<file path="src/rtl/pong_match_ctrl.sv">
// pong_match_ctrl: paddle positions, ball motion, collision, scoring and
// serve/rally/point/game-over sequencing for the pong core.
// Everything advances only on clk edges where tick=1.
// Optional feature macro: PONG_SPIN_EN -- when defined, a paddle's up/down
// request on the hitting tick steers the ball's vertical direction.
//
// state | meaning
// IDLE  | after reset, ball centred, waiting for start
// SERVE | ball held at centre while the serve counter runs down
// RALLY | ball in play, walls and paddles reflect it
// POINT | one tick to award the point and pick the next state
// OVER  | match finished, ball/scores/paddles frozen until start
module pong_match_ctrl #(
  parameter int FIELD_W     = 64,
  parameter int FIELD_H     = 32,
  parameter int PAD_H       = 6,
  parameter int SCORE_W     = 4,
  parameter int WIN_SCORE   = 9,
  parameter int SERVE_DELAY = 16,
  localparam int XW = $clog2(FIELD_W),
  localparam int YW = $clog2(FIELD_H)
) (
  input  logic               clk,
  input  logic               reset,
  input  logic               tick,
  input  logic               start,
  input  logic               pvp,
  input  logic               l_up,
  input  logic               l_dn,
  input  logic               r_up,
  input  logic               r_dn,
  output logic [YW-1:0]      left_pad_y,
  output logic [YW-1:0]      right_pad_y,
  output logic [XW-1:0]      ball_x,
  output logic [YW-1:0]      ball_y,
  output logic [SCORE_W-1:0] left_score,
  output logic [SCORE_W-1:0] right_score,
  output logic [2:0]         state,
  output logic               point,
  output logic               winner
);

  localparam int CW = (SERVE_DELAY > 1) ? $clog2(SERVE_DELAY) : 1;

  localparam logic [XW-1:0]      X_CTR    = XW'(FIELD_W / 2);
  localparam logic [XW-1:0]      X_LCHK   = XW'(1);
  localparam logic [XW-1:0]      X_LBACK  = XW'(2);
  localparam logic [XW-1:0]      X_RCHK   = XW'(FIELD_W - 2);
  localparam logic [XW-1:0]      X_RBACK  = XW'(FIELD_W - 3);
  localparam logic [XW-1:0]      X_RGOAL  = XW'(FIELD_W - 1);
  localparam logic [YW-1:0]      Y_CTR    = YW'(FIELD_H / 2);
  localparam logic [YW-1:0]      Y_BOT    = YW'(FIELD_H - 1);
  localparam logic [YW-1:0]      Y_BOT1   = YW'(FIELD_H - 2);
  localparam logic [YW-1:0]      PAD_MAX  = YW'(FIELD_H - PAD_H);
  localparam logic [YW-1:0]      PAD_RST  = YW'((FIELD_H - PAD_H) / 2);
  localparam logic [YW-1:0]      PAD_LEN  = YW'(PAD_H);
  localparam logic [SCORE_W-1:0] WIN      = SCORE_W'(WIN_SCORE);
  localparam logic [CW-1:0]      CNT_LOAD = CW'(SERVE_DELAY - 1);

  typedef enum logic [2:0] {
    S_IDLE  = 3'd0,
    S_SERVE = 3'd1,
    S_RALLY = 3'd2,
    S_POINT = 3'd3,
    S_OVER  = 3'd4
  } state_t;

  state_t             state_q, state_d;
  logic [YW-1:0]      lpad_q, lpad_d, rpad_q, rpad_d;
  logic [XW-1:0]      bx_q, bx_d;
  logic [YW-1:0]      by_q, by_d;
  logic               dx_q, dx_d;        // 1 = moving right
  logic               dy_q, dy_d;        // 1 = moving down
  logic [SCORE_W-1:0] lscore_q, lscore_d, rscore_q, rscore_d;
  logic [CW-1:0]      cnt_q, cnt_d;
  logic               pvp_q, pvp_d;
  logic               scorer_q, scorer_d; // 1 = right player scored
  logic               winner_q, winner_d;
  logic               point_q, point_d;
  logic [SCORE_W-1:0] pt_score;
  logic               l_hit, r_hit;

  function automatic logic [YW-1:0] pad_next(input logic [YW-1:0] p,
                                             input logic up, input logic dn);
    if (up && !dn && p != '0) return p - 1'b1;
    if (dn && !up && p < PAD_MAX) return p + 1'b1;
    return p;
  endfunction

  // Hit tests read the paddle position registered before this tick.
  assign l_hit = (by_q >= lpad_q) && ((by_q - lpad_q) < PAD_LEN);
  assign r_hit = (by_q >= rpad_q) && ((by_q - rpad_q) < PAD_LEN);

  // State register and all game registers.
  always_ff @(posedge clk or negedge reset) begin
    if (!reset) begin
      state_q  <= S_IDLE;
      lpad_q   <= PAD_RST;
      rpad_q   <= PAD_RST;
      bx_q     <= X_CTR;
      by_q     <= Y_CTR;
      dx_q     <= 1'b1;
      dy_q     <= 1'b1;
      lscore_q <= '0;
      rscore_q <= '0;
      cnt_q    <= '0;
      pvp_q    <= 1'b0;
      scorer_q <= 1'b0;
      winner_q <= 1'b0;
      point_q  <= 1'b0;
    end else begin
      state_q  <= state_d;
      lpad_q   <= lpad_d;
      rpad_q   <= rpad_d;
      bx_q     <= bx_d;
      by_q     <= by_d;
      dx_q     <= dx_d;
      dy_q     <= dy_d;
      lscore_q <= lscore_d;
      rscore_q <= rscore_d;
      cnt_q    <= cnt_d;
      pvp_q    <= pvp_d;
      scorer_q <= scorer_d;
      winner_q <= winner_d;
      point_q  <= point_d;
    end
  end

  // Next-state logic: match sequencing, ball motion, collisions, scoring, paddles.
  always_comb begin
    state_d  = state_q;
    lpad_d   = lpad_q;
    rpad_d   = rpad_q;
    bx_d     = bx_q;
    by_d     = by_q;
    dx_d     = dx_q;
    dy_d     = dy_q;
    lscore_d = lscore_q;
    rscore_d = rscore_q;
    cnt_d    = cnt_q;
    pvp_d    = pvp_q;
    scorer_d = scorer_q;
    winner_d = winner_q;
    point_d  = 1'b0;                      // pulse lasts one clk regardless of tick
    pt_score = (scorer_q ? rscore_q : lscore_q) + 1'b1;

    if (tick) begin
      if (state_q != S_OVER) begin
        lpad_d = pad_next(lpad_q, l_up, l_dn);
        rpad_d = pad_next(rpad_q, r_up, r_dn);
      end

      case (state_q)
        S_IDLE, S_OVER: begin
          if (start) begin
            state_d  = S_SERVE;
            lscore_d = '0;
            rscore_d = '0;
            pvp_d    = pvp;
            dx_d     = 1'b1;
            cnt_d    = CNT_LOAD;
            bx_d     = X_CTR;
            by_d     = Y_CTR;
            winner_d = 1'b0;
          end
        end

        S_SERVE: begin
          bx_d = X_CTR;
          by_d = Y_CTR;
          if (cnt_q == '0) begin
            state_d = S_RALLY;
            dy_d    = 1'b1;
          end else begin
            cnt_d = cnt_q - 1'b1;
          end
        end

        S_RALLY: begin
          // vertical motion with wall reflection
          if (!dy_q && by_q == '0) begin
            dy_d = 1'b1;
            by_d = YW'(1);
          end else if (dy_q && by_q == Y_BOT) begin
            dy_d = 1'b0;
            by_d = Y_BOT1;
          end else begin
            by_d = dy_q ? by_q + 1'b1 : by_q - 1'b1;
          end

          // horizontal motion with paddle checks; corner cases keep the wall result
          if (!dx_q && bx_q == X_LCHK) begin
            if (l_hit) begin
              dx_d = 1'b1;
              bx_d = X_LBACK;
              if (!pvp_q && lscore_q < WIN) lscore_d = lscore_q + 1'b1;
`ifdef PONG_SPIN_EN
              if (l_up && !l_dn) dy_d = 1'b0;
              else if (l_dn && !l_up) dy_d = 1'b1;
`endif
            end else begin
              bx_d     = '0;
              state_d  = S_POINT;
              scorer_d = 1'b1;
              point_d  = 1'b1;
            end
          end else if (dx_q && bx_q == X_RCHK) begin
            if (r_hit) begin
              dx_d = 1'b0;
              bx_d = X_RBACK;
              if (!pvp_q && rscore_q < WIN) rscore_d = rscore_q + 1'b1;
`ifdef PONG_SPIN_EN
              if (r_up && !r_dn) dy_d = 1'b0;
              else if (r_dn && !r_up) dy_d = 1'b1;
`endif
            end else begin
              bx_d     = X_RGOAL;
              state_d  = S_POINT;
              scorer_d = 1'b0;
              point_d  = 1'b1;
            end
          end else begin
            bx_d = dx_q ? bx_q + 1'b1 : bx_q - 1'b1;
          end
        end

        S_POINT: begin
          if (pvp_q) begin
            if (scorer_q) rscore_d = pt_score;
            else          lscore_d = pt_score;
            dx_d = ~scorer_q;                 // serve toward the conceding player
            if (pt_score == WIN) begin
              state_d  = S_OVER;
              winner_d = scorer_q;
            end else begin
              state_d = S_SERVE;
              cnt_d   = CNT_LOAD;
              bx_d    = X_CTR;
              by_d    = Y_CTR;
            end
          end else begin
            state_d  = S_OVER;
            winner_d = 1'b0;
          end
        end

        default: state_d = S_IDLE;
      endcase
    end
  end

  assign left_pad_y  = lpad_q;
  assign right_pad_y = rpad_q;
  assign ball_x      = bx_q;
  assign ball_y      = by_q;
  assign left_score  = lscore_q;
  assign right_score = rscore_q;
  assign state       = state_q;
  assign point       = point_q;
  assign winner      = winner_q;

endmodule

</file>
<file path="config.mk">
export PLATFORM = sky130hd
export DESIGN_NAME = pong_match_ctrl
export DESIGN_NICKNAME = d
export VERILOG_FILES = /design/src/rtl/pong_match_ctrl.sv
export SDC_FILE = /design/constraint.sdc
export NUM_CORES = 1
export LEC_CHECK = 0
export ABC_AREA = 0
export CORE_MARGIN = 5
export CORE_UTILIZATION = 50
export DETAILED_ROUTE_END_ITERATION = 10
export GPL_ROUTABILITY_DRIVEN = 0
export PLACE_DENSITY = 0.73
export SETUP_SLACK_MARGIN = 0.15
export SYNTH_ARGS = -nofsm -noshare
export SYNTH_HDL_FRONTEND = slang
export SYNTH_SLANG_ARGS = --single-unit
</file>
<file path="constraint.sdc">
create_clock -name clk -period 5.2 [get_ports clk]
set_clock_uncertainty 0.1 [all_clocks]
set_input_delay 0.52 -clock clk [delete_from_list [all_inputs] [get_ports clk]]
set_output_delay 0.52 -clock clk [all_outputs]
set_load 0.005 [all_outputs]
</file>
Word level (Yosys, flattened, before mapping)
Cells that the tools add are included.
{"block": "word_totals", "ff_bits": 42, "out_inout_bits": 34}
{"block": "op_classes", "addsub": 14, "magnitude_cmp": 8, "n_eq_ne": 32, "muxes": 92, "bitwise_logic": 1, "reduce_logical": 49}
{"operator": "5-bit 2-to-1 mux", "count": 14}
{"operator": "4-bit 2-to-1 mux", "count": 17}
{"operator": "1-bit 2-to-1 mux", "count": 36}
{"operator": "6-bit 2-to-1 mux", "count": 6}
{"operator": "4-bit one-hot mux with 3 select lines", "count": 3}
{"operator": "2-bit != test (second input constant)", "count": 15}
{"operator": "3-bit 2-to-1 mux", "count": 8}
{"operator": "3-bit != test (second input constant)", "count": 8}
{"operator": "6-bit one-hot mux with 4 select lines", "count": 1}
{"operator": "5-bit one-hot mux with 4 select lines", "count": 1}
{"operator": "1-bit logical AND", "count": 16}
{"operator": "5-bit by 1-bit adder with 5-bit output (second input constant)", "count": 3}
{"operator": "5-bit by 1-bit subtractor with 5-bit output (second input constant)", "count": 3}
{"operator": "4-bit by 1-bit adder with 4-bit output (second input constant)", "count": 3}
{"operator": "3-bit one-hot mux with 4 select lines", "count": 1}
{"operator": "6-bit AND reduction", "count": 2}
{"operator": "5-bit >= comparator", "count": 2}
{"operator": "5-bit by 3-bit < comparator with 1-bit output (second input constant)", "count": 2}
{"operator": "5-bit < comparator (second input constant)", "count": 2}
{"operator": "5-bit AND reduction", "count": 2}
{"operator": "2-bit nonzero test", "count": 5}
{"operator": "5-bit nonzero test", "count": 2}
{"operator": "5-bit subtractor", "count": 2}
{"operator": "3-bit AND reduction", "count": 3}
{"operator": "other kinds (27)", "count": 39}

Longest topological paths before layout
Gate-level depths: netlist of run 1.
{"block": "logic_depth", "ltp_word": 11, "depth_mapped": 12}

Worst setup path after synthesis of run 1
Ideal clock, no wire load.
{"block": "synth_path", "path_kind": "register to register", "start": "register rpad_q[0], in the netlist right_pad_y[0]", "end": "register rscore_q[0], in the netlist right_score[0]", "setup_time_ns": 0.125, "t_arrival_ns": 2.337, "required_ns": 4.975, "path_slack_ns": 2.638, "stages_incl_launch_ff": 10, "period_less_slack_ns": 2.562, "cell_sequence": "dfstp_2 ha_1 inv_1 fa_1 a21o_1 a221o_1 o211ai_2 nor3_4 a31oi_4 mux2_4"}
{"block": "synth_via", "elab_chain_cells": 5}
{"element": "start, declared", "line": "69", "text": "logic [YW-1:0] lpad_q, lpad_d, rpad_q, rpad_d;"}
{"element": "start signal, assigned", "line": "114", "text": "rpad_q <= rpad_d;"}
{"element": "5-bit subtractor", "line": "92", "text": "assign r_hit = (by_q >= rpad_q) && ((by_q - rpad_q) < PAD_LEN);"}
{"element": "5-bit by 3-bit < comparator with 1-bit output", "line": "92"}
{"element": "1-bit logical AND (*)", "line": "92"}
{"element": "2-bit != test (no line) (*)"}
{"element": "9-bit AND reduction (no line) (*)"}
{"element": "end signal, assigned", "line": "120", "text": "rscore_q <= rscore_d;"}
{"element": "end, declared", "line": "74", "text": "logic [SCORE_W-1:0] lscore_q, lscore_d, rscore_q, rscore_d;"}
Mark *: on every way between the ends. The rest lies on a longest branch, timed or not.
A chain may end at the register's enable or synchronous reset.

Worst setup path in the final report of run 1
{"block": "layout_path", "start": "register by_q[0], in the netlist ball_y[0]", "end": "register lscore_q[0], in the netlist left_score[0]"}
{"block": "layout_via", "elab_chain_cells": 5}
{"element": "start, declared", "line": "71", "text": "logic [YW-1:0] by_q, by_d;"}
{"element": "start signal, assigned", "line": "116", "text": "by_q <= by_d;"}
{"element": "5-bit subtractor", "line": "91", "text": "assign l_hit = (by_q >= lpad_q) && ((by_q - lpad_q) < PAD_LEN);"}
{"element": "5-bit by 3-bit < comparator with 1-bit output", "line": "91"}
{"element": "1-bit logical AND (*)", "line": "91"}
{"element": "2-bit != test (no line) (*)"}
{"element": "8-bit AND reduction (no line) (*)"}
{"element": "end signal, assigned", "line": "119", "text": "lscore_q <= lscore_d;"}
{"element": "end, declared", "line": "74"}
Marked as above.

==> qor.txt, run 1 <==
Final instance area: 3980 um^2
Ports: 43
Hold Vio Cnt, Final: 0
Max Cap Viol: 0
Die width: 93.2 um
Post-route ant nets: 0
Post-CTS Setup Repair Bufs: 0
Initial antenna violation count: 0
Core area: 6760 um^2
Slew @ Worst Pin: 1.01 ns
Slowest cell on the critical path: dfrtp_1
Crit path kind: flop to flop
CTS Buf Count: 5
Leak: 0.00175 uW
Startpoint types: flop
Worst reg2reg startpoint: ball_y[0]
Die area: 8690 um^2
Yosys reg bits: 42
Area growth syn-to-layout: 15.0%
Die height: 93.2 um
# fillers: 599
Max Slew Vio Count: 0
CTS tree: yes
P per Cell Area: 488 nW/um^2
Synth async-reset ratio: 1.00
Yosys cell types: 74
Critical path capture point type: flop
DRC viols: 0
Layout cells sized above 1: 0.0860
End of the critical path: left_score[0]
Drt initial violations: 183
CP startpoint: ball_y[0]
Root buffer cell: clkbuf_8
First-pass GRT wire length: 13,900 um
Drt pass-1 iters: 4
Gr usage total: 0.194
Setup repair after global routing missed its margin: false
Vias per cell: 5.95
H-tree depth: 2
Placed Area: 3900 um^2
Critical path arrival: 2.85 ns
Syn avg cell area: 8.85 um^2
Total congestion overflow: 0
R2R setup slack: 2.44 ns
Tcrit/Tclk final: 0.531
Status: completed
Maximum fanout along the worst path: 8
HPWL Detailed: 5890 um
CP delay by family, top: adder cells
EDFF count, synth: 0
Largest net degree at the start of global routing: 43
Syn_nets: 431
# setup viols final: 0
Final wirelength: 7970 um
Insertion delay to the later sink of the worst-skew pair: 0.30 ns
WL/cell: 15.6 um
Sequential area share after synthesis: 0.307
Worst VDD drop: 196 uV
PortBufs: 42
Vias in the first global route: 2,898
Critical Path RT: 5.29 ns
Max stage delay on crit path: 0.51 ns
Number of clock sinks: 42
WP depth: 9
Fin nets: 469
Commonest cells after routing, fill and taps aside: 43 x nand2_1, 41 x clkdlybuf4s50_1, 32 x dfrtp_1
Clock buffer depth: 2
Final Power: 1940 uW
Cells after synthesis: 391
Synth warn: 0
Via count: 3,033
Mapped Area: 3460 um^2
Worst rel slew slack: 0.329
# rows: 30
Dominant synthesized flop cell: dfrtp_1
CTS resizes: 0
Starting Density: 0.512
Ant. Diodes: 0
Total negative slack: 0 ns
Cts hold-fix bufs: 0
Worst path buffer plus inverter count: 2
Clk pin slew, worst setup/hold paths: 0.09 ns
Reg2reg path depth: 9
Commonest non-fill, non-tap cell in the layout: nand2_1
Final min period: 2.76 ns
Fmax achieved: 0.362 GHz
HP Class: input pin to async pin
Crit path top cell by count: inv_1
RR Endpoint: left_score[0]
CP Cell Sequence: inv_1 -> ha_1 -> inv_1 -> fa_1 -> a21oi_1 -> a31oi_1 -> nor4b_1 -> o21a_2 -> mux2_1
-- cells in the mapped netlist, types with 3 or more instances --
library cell   n  area share
fa_1           3       0.017
buf_2          4      0.0058
o31ai_1        3      0.0065
o21ai_0       22       0.032
o22a_1         7       0.018
dfrtp_1       32        0.23
nand3_1       10       0.014
buf_6          3      0.0098
a31oi_1       10       0.018
o21a_1         6       0.013
a21o_1         6       0.013
xor2_1         6       0.015
nor2_1        21       0.023
dfstp_2       10       0.076
nand2b_1       7       0.013
a21oi_1       16       0.023
o211ai_1       4      0.0087
and3b_1        3      0.0076
o22ai_1        3      0.0054
nand4_1        7       0.013
nor3b_1        3      0.0065
mux2i_1        7       0.020
nand3b_1       5       0.011
xnor2_1       12       0.030
ha_1          28        0.10
nand2_1       43       0.047
nor4b_1        3      0.0076
o31a_1         3      0.0076
nor2b_1        5      0.0090
o21ai_1        7       0.010
inv_1         31       0.034
nor3_1         6      0.0087
and2_1         3      0.0054
-- state kept, by name (all words and copies together), names as in the netlist, 3 cells and up --
register     flops
right_score      4
cnt_q            4
ball_x           6
right_pad_y      5
state            3
left_score       4
left_pad_y       5
ball_y           5
-- worst min path at each step --
stage	slack [ns]	startpoint	cells past startpoint	to
2_1_floorplan	0.12	reset	0	ball_x[0]
3_5_place_dp	0.40	right_pad_y[3]	1	right_pad_y[3]
5_1_grt	0.36	reset	1	right_pad_y[1]
4_1_cts	0.31	reset	1	right_pad_y[1]
3_3_place_gp	0.40	right_pad_y[3]	1	right_pad_y[3]
6_report	0.27	reset	1	right_pad_y[1]
-- report_power, final --
| part | switching (uW) | leakage, uW | internal [uW] |
|---|---|---|---|
| registers | 183 | 0.000519 | 456 |
| logic | 550 | 0.00119 | 541 |
| clock network | 117 | 0.0000395 | 95.8 |
| total | 850 | 0.00175 | 1090 |
-- cell families after synthesis --
family	share of synthesized area
adders and majority gates	0.119
DFF	0.307
AOI/OAI and AO/OA	0.234
buffers and inverters	0.0568
muxes	0.0383
and+or+nand+nor	0.200
xor gates and xnor gates	0.0456
-- metrics by stage --
step                cells  hold WS, ns  utilization  setup slack [ns]
floorplan             391        0.124            -              2.64
global placement      502        0.396        0.577              2.49
detailed placement    502        0.403        0.577              2.46
CTS                   510        0.312        0.589              2.45
global route          510        0.364        0.589              2.13
finish                510        0.270        0.589              2.44
-- area by class of cell --
cell class	count	area, um^2	share of cell area
Clock buffer	8	80.1	0.0201
Tap cell	80	100	0.0251
Inverter	32	120	0.0302
Timing Repair Buffer	42	415	0.104
Multi-Input combinational cell	306	2200	0.553
Sequential cell	42	1060	0.267
-- per-layer routing --
layer	share of wire	vias to the layer above	global-route usage
met2	0.46	63	0.308
met5	0	-	0
met3	0.027	14	0.0314
met1	0.50	1461	0.274
li1	-	1495	-
met4	0.014	0	0.0525
Note: power is estimated with default switching activity, not from simulation.
==> run 2: changes to the inputs <==
--- a/config.mk
+++ b/config.mk
@@ -10,7 +10,7 @@
 export CORE_UTILIZATION = 50
 export DETAILED_ROUTE_END_ITERATION = 10
 export GPL_ROUTABILITY_DRIVEN = 0
-export PLACE_DENSITY = 0.73
+export PLACE_DENSITY = 0.76
 export SETUP_SLACK_MARGIN = 0.15
 export SYNTH_ARGS = -nofsm -noshare
 export SYNTH_HDL_FRONTEND = slang
==> constraint.sdc (replaced) <==
create_clock -name clk -period 2.45 [get_ports clk]
set_clock_uncertainty 0.1 [all_clocks]
set_input_delay 0.245 -clock clk [delete_from_list [all_inputs] [get_ports clk]]
set_output_delay 0.245 -clock clk [all_outputs]
set_load 0.005 [all_outputs]
==> run 2 against run 1 <==
  * The flow now finishes with violations (setup timing)
  * Global-route usage is 1.4 points higher
  * Largest power group unchanged
  * Register-to-register slack worse by 2.5 ns
  * Highest routed layer unchanged
  * Die area stayed put
  * Critical path depth stayed put
  * Wire length is 12% higher
  * Worst hold slack better by 0.14 ns
  * Non-clock buffer count is 47 higher
  * Cell count is 9.2% higher
==> qor.txt, run 2 (same netlist as run 1, synthesis figures left out) <==
Final worst slack: -0.0359 ns
Violated checks: setup timing
CTS tree: yes
Slew @ Worst Pin: 0.696 ns
CTS Buf Count: 5
Worst VDD drop: 682 uV
P per Cell Area: 1070 nW/um^2
Initial antenna violation count: 0
Die area: 8690 um^2
Starting Density: 0.512
Commonest cells after routing, fill and taps aside: 43 x nand2_1, 43 x buf_4, 41 x clkdlybuf4s50_1
Ports: 43
Die height: 93.2 um
Sw Share: 0.436
Comb pwr share: 0.644
Worst rel slew slack: 0.536
Setup repair after global routing missed its margin: true
Layout cells sized above 1: 0.239
Placed cell count: 539
Drt pass-1 iters: 4
Maximum fanout along the worst path: 3
Core area: 6760 um^2
Max Cap Viol: 0
Number of clock sinks: 42
Vias in the first global route: 3,140
Gr usage total: 0.208
First-pass GRT wire length: 14,700 um
Power share of the clock group: 0.100
Max Slew Vio Count: 0
Critical path arrival: 2.58 ns
Finished Layout Cells: 557
Tcrit/Tclk final: 1.01
Internal: 2740 uW
Crit path kind: flop to flop
DRC viols: 0
HP Class: input pin to async pin
Largest net degree at the start of global routing: 30
Fin nets: 516
Post-route ant nets: 0
PortBufs: 42
Largest register FFs: 6
Critical path capture point type: flop
Sw power: 2110 uW
Root buffer cell: clkbuf_8
Startpoint types: flop
H-tree depth: 2
Die width: 93.2 um
Drt initial violations: 165
Vias per cell: 5.86
Area growth syn-to-layout: 30.5%
Insertion delay to the later sink of the worst-skew pair: 0.31 ns
Critical Path RT: 2.54 ns
Total congestion overflow: 0
Sequential power share: 0.256
Status: complete, but fails checks
HPWL Detailed: 6500 um
Clock buffer depth: 2
Clk pin slew, worst setup/hold paths: 0.10 ns
WL/cell: 16.0 um
# setup viols final: 1
Ant. Diodes: 0
Via count: 3,262
Final wirelength: 8920 um
# rows: 30
Leak: 0.00200 uW
Final Power: 4850 uW
Hold Vio Cnt, Final: 0
Fmax achieved: 0.402 GHz
Final min period: 2.49 ns
Final design utilization: 0.669
-- run 2: cell count changes in the layout (fill, tap and decap cells not counted), sizes merged --
cell	delta
buf	+46
dlygate4sd3	+1
clkinvlp	+1
clkbuf	-3
clkinv	+2
-- run 2: area by class of cell --
type / instances / area [um^2]
Fill cell: 538 / 2240
Multi-Input combinational cell: 306 / 2360
Clock buffer: 5 / 68.8
Inverter: 32 / 123
Timing Repair Buffer: 89 / 782
Clock inverter: 3 / 21.3
Tap cell: 80 / 100
Sequential cell: 42 / 1060
-- run 2: through the flow --
stage / setup slack, ns / cell area, um^2 / setup TNS (ns) / hold WS [ns]
2_1_floorplan: 0.00176 / 3480 / 0 / -0.151
3_3_place_gp: 0.0256 / 4200 / 0 / 0.231
3_5_place_dp: -0.0312 / 4200 / -0.0673 / 0.229
4_1_cts: 0.0163 / 4430 / 0 / 0.409
5_1_grt: -0.102 / 4520 / -0.317 / 0.435
6_report: -0.0359 / 4520 / -0.0359 / 0.405
-- run 2: worst paths after layout --
path	depth (start not counted)	slack (ns)	endpoint	start
worst max-delay path	9	-0.04	scorer_q	right_pad_y[0]
worst min-delay path	2	0.41	right_score[1]	reset
worst max register to register	9	-0.04	scorer_q	right_pad_y[0]
worst min register to register	1	0.41	right_pad_y[3]	right_pad_y[3]
max in group asynchronous	3	1.17	right_pad_y[2]	reset
min in group clk	1	0.41	right_pad_y[3]	right_pad_y[3]
-- run 2: worst max-delay path, cell delays in order, from the launching register on --
cell and delay [ns]:
dfstp_2 0.56, ha_4 0.13, inv_2 0.03, fa_2 0.34, a21o_1 0.17, a221o_1 0.33
o211ai_4 0.12, nor2_1 0.13, o31ai_2 0.31, o311ai_1 0.14
-- run 2: layer usage --
layer / track usage / wire (um) / vias to the layer above / share of wire
li1: - / - / 1591 / -
met1: 0.261 / 3910 / 1597 / 0.44
met2: 0.365 / 4550 / 57 / 0.51
met3: 0.0362 / 288 / 17 / 0.032
met4: 0.0635 / 177 / 0 / 0.020
met5: 0 / 0 / - / 0
-- run 2: repair_timing --
item,4_1_cts,5_1_grt
setup endpoints to repair,12,23
hold endpoints to repair,19,0
buffers inserted,5,4
gates cloned,0,0
gates resized for setup,20,17
hold buffers,1,0
pin swaps,9,6
-- run 2: power by group through the flow --
stage	clock, uW	sequential, uW	combinational, uW
after detailed placement	0	1240	2720
final	486	1240	3120
after global placement	0	1230	2640
after global routing	518	1290	3460
after CTS	485	1230	2990
after floorplan	0	1260	1740
==> run 3: changes to the inputs <==
--- a/config.mk
+++ b/config.mk
@@ -6,11 +6,13 @@
 export NUM_CORES = 1
 export LEC_CHECK = 0
 export ABC_AREA = 0
+export CELL_PAD_IN_SITES_DETAIL_PLACEMENT = 1
+export CELL_PAD_IN_SITES_GLOBAL_PLACEMENT = 1
 export CORE_MARGIN = 5
-export CORE_UTILIZATION = 50
+export CORE_UTILIZATION = 39
 export DETAILED_ROUTE_END_ITERATION = 10
 export GPL_ROUTABILITY_DRIVEN = 0
-export PLACE_DENSITY = 0.76
+export PLACE_DENSITY_LB_ADDON = 0.1
 export SETUP_SLACK_MARGIN = 0.15
 export SYNTH_ARGS = -nofsm -noshare
 export SYNTH_HDL_FRONTEND = slang
==> run 3 against run 2 <==
  * Flip-flop and latch count did not move
  * Sequential share of layout area shrank 0.21 points
  * Final area is 1.1% higher
  * Highest routed layer unchanged
  * Largest cell class unchanged
  * Critical path type unchanged
  * Maximum frequency increased by 0.57%
  * The flow still finishes with violations (setup timing)
  * Via count shrank 0.80%
  * Critical path depth is 1 higher
  * Combinational power barely moved
  * Clock power about the same
  * Critical endpoint is now right_score[1]
==> qor.txt, run 3 (same netlist as run 1, synthesis figures left out) <==
Status: complete, but fails checks
Violated checks: setup timing
R2R setup slack: -0.02 ns
Vias per cell: 5.57
Via count: 3,236
Startpoint types: flop
Critical path capture point type: flop
PortBufs: 42
Drt initial violations: 109
Die width: 104 um
Number of clock sinks: 42
Hold Vio Cnt, Final: 0
Commonest cells after routing, fill and taps aside: 43 x nand2_1, 41 x clkdlybuf4s50_1, 37 x buf_4
Vias in the first global route: 3,452
HP Class: input pin to async pin
First-pass GRT wire length: 16,800 um
Final Power: 4850 uW
Final wirelength: 10,200 um
CTS tree: yes
Area occupied by multi-input gates: 2390 um^2
Final design utilization: 0.527
Die area: 10,900 um^2
# fillers: 1,040
Worst rel slew slack: 0.514
# setup viols final: 2
RR Endpoint: right_score[1]
Largest net degree at the start of global routing: 43
Drt pass-1 iters: 4
Slew @ Worst Pin: 0.723 ns
Layout cells sized above 1: 0.239
H-tree depth: 2
DRC viols: 0
CP startpoint: right_pad_y[0]
Final worst slack: -0.0218 ns
Ant. Diodes: 0
Sequential Area: 1070 um^2
Max Slew Vio Count: 0
Total negative slack: -0.0427 ns
Gr usage total: 0.183
Root buffer cell: clkbuf_8
Initial antenna violation count: 0
Ports: 43
P per Cell Area: 1060 nW/um^2
End of the critical path: right_score[1]
Worst VDD drop: 427 uV
Die height: 104 um
Insertion delay to the later sink of the worst-skew pair: 0.30 ns
Commonest non-fill, non-tap cell in the layout: nand2_1
Critical Path RT: 2.57 ns
Placed Area: 4260 um^2
Max Cap Viol: 0
HPWL Detailed: 7730 um
Maximum fanout along the worst path: 3
Core area: 8680 um^2
WL/cell: 17.5 um
Post-route ant nets: 0
Worst reg2reg startpoint: right_pad_y[0]
Largest register FFs: 6
Critical path arrival: 2.59 ns
Final min period: 2.47 ns
Clock buffer depth: 2
Tcrit/Tclk final: 1.01
Crit path kind: flop to flop
Total congestion overflow: 0
CTS Buf Count: 5
# rows: 34
Starting Density: 0.399
Clk pin slew, worst setup/hold paths: 0.09 ns
Setup repair after global routing missed its margin: true
Fin nets: 512
Final instance area: 4570 um^2
Fmax achieved: 0.405 GHz
Leak: 0.00200 uW
Reg2reg path depth: 10
Area growth syn-to-layout: 32.0%
-- run 3: worst min-delay path by stage --
stage          cells after the start   from        endpoint
3_5_place_dp                       2  reset  right_pad_y[1]
4_1_cts                            3  reset  right_pad_y[1]
5_1_grt                            3  reset  right_pad_y[1]
2_1_floorplan                      0  reset       ball_x[0]
6_report                           3  reset  right_pad_y[1]
3_3_place_gp                       2  reset  right_pad_y[1]
-- run 3: layout make-up --
cell class	count	area share
multi-input combinational	306	0.522
clock inverter	1	0.00110
tap	108	0.0296
inverter	32	0.0263
sequential	42	0.234
timing repair buffer	85	0.168
clock buffer	7	0.0189
-- run 3: per-stage QoR --
step / setup WS [ns] / hold WS [ns] / std cells
detailed placement: -0.0756 / 0.145 / 568
global route: -0.119 / 0.397 / 581
finish: -0.0218 / 0.347 / 581
floorplan: 0.00176 / -0.151 / 391
global placement: 0.0324 / 0.146 / 568
CTS: 0.00131 / 0.351 / 580
-- run 3: critical path: stages (launching register included) --
cell      delay, ns
dfstp_2        0.56
ha_4           0.13
inv_2          0.03
fa_2           0.32
a21o_1         0.17
a221o_1        0.33
o211ai_4       0.14
nor3_4         0.08
a31oi_4        0.17
buf_6          0.15
mux2i_1        0.20
-- run 3: report_power, final --
part           total (uW)  internal (uW)  switching, uW
clock                 484            228            256
sequential           1210            966            249
combinational        3150           1550           1610
-- run 3: timing repair --
action / 4_1_cts / 5_1_grt
hold buffers: 1 / 0
resized for setup: 19 / 26
buffers inserted: 3 / 1
pin swaps: 9 / 14
endpoints found under the hold margin: 32 / 0
endpoints found under the setup margin: 21 / 25
-- run 3: metal layers --
| layer | vias to the layer above | track usage | routed length, um |
|---|---|---|---|
| met2 | 38 | 0.317 | 5010 |
| met5 | - | 0 | 0 |
| met3 | 10 | 0.0217 | 235 |
| met1 | 1609 | 0.246 | 4840 |
| met4 | 0 | 0.0389 | 99 |
| li1 | 1579 | - | - |
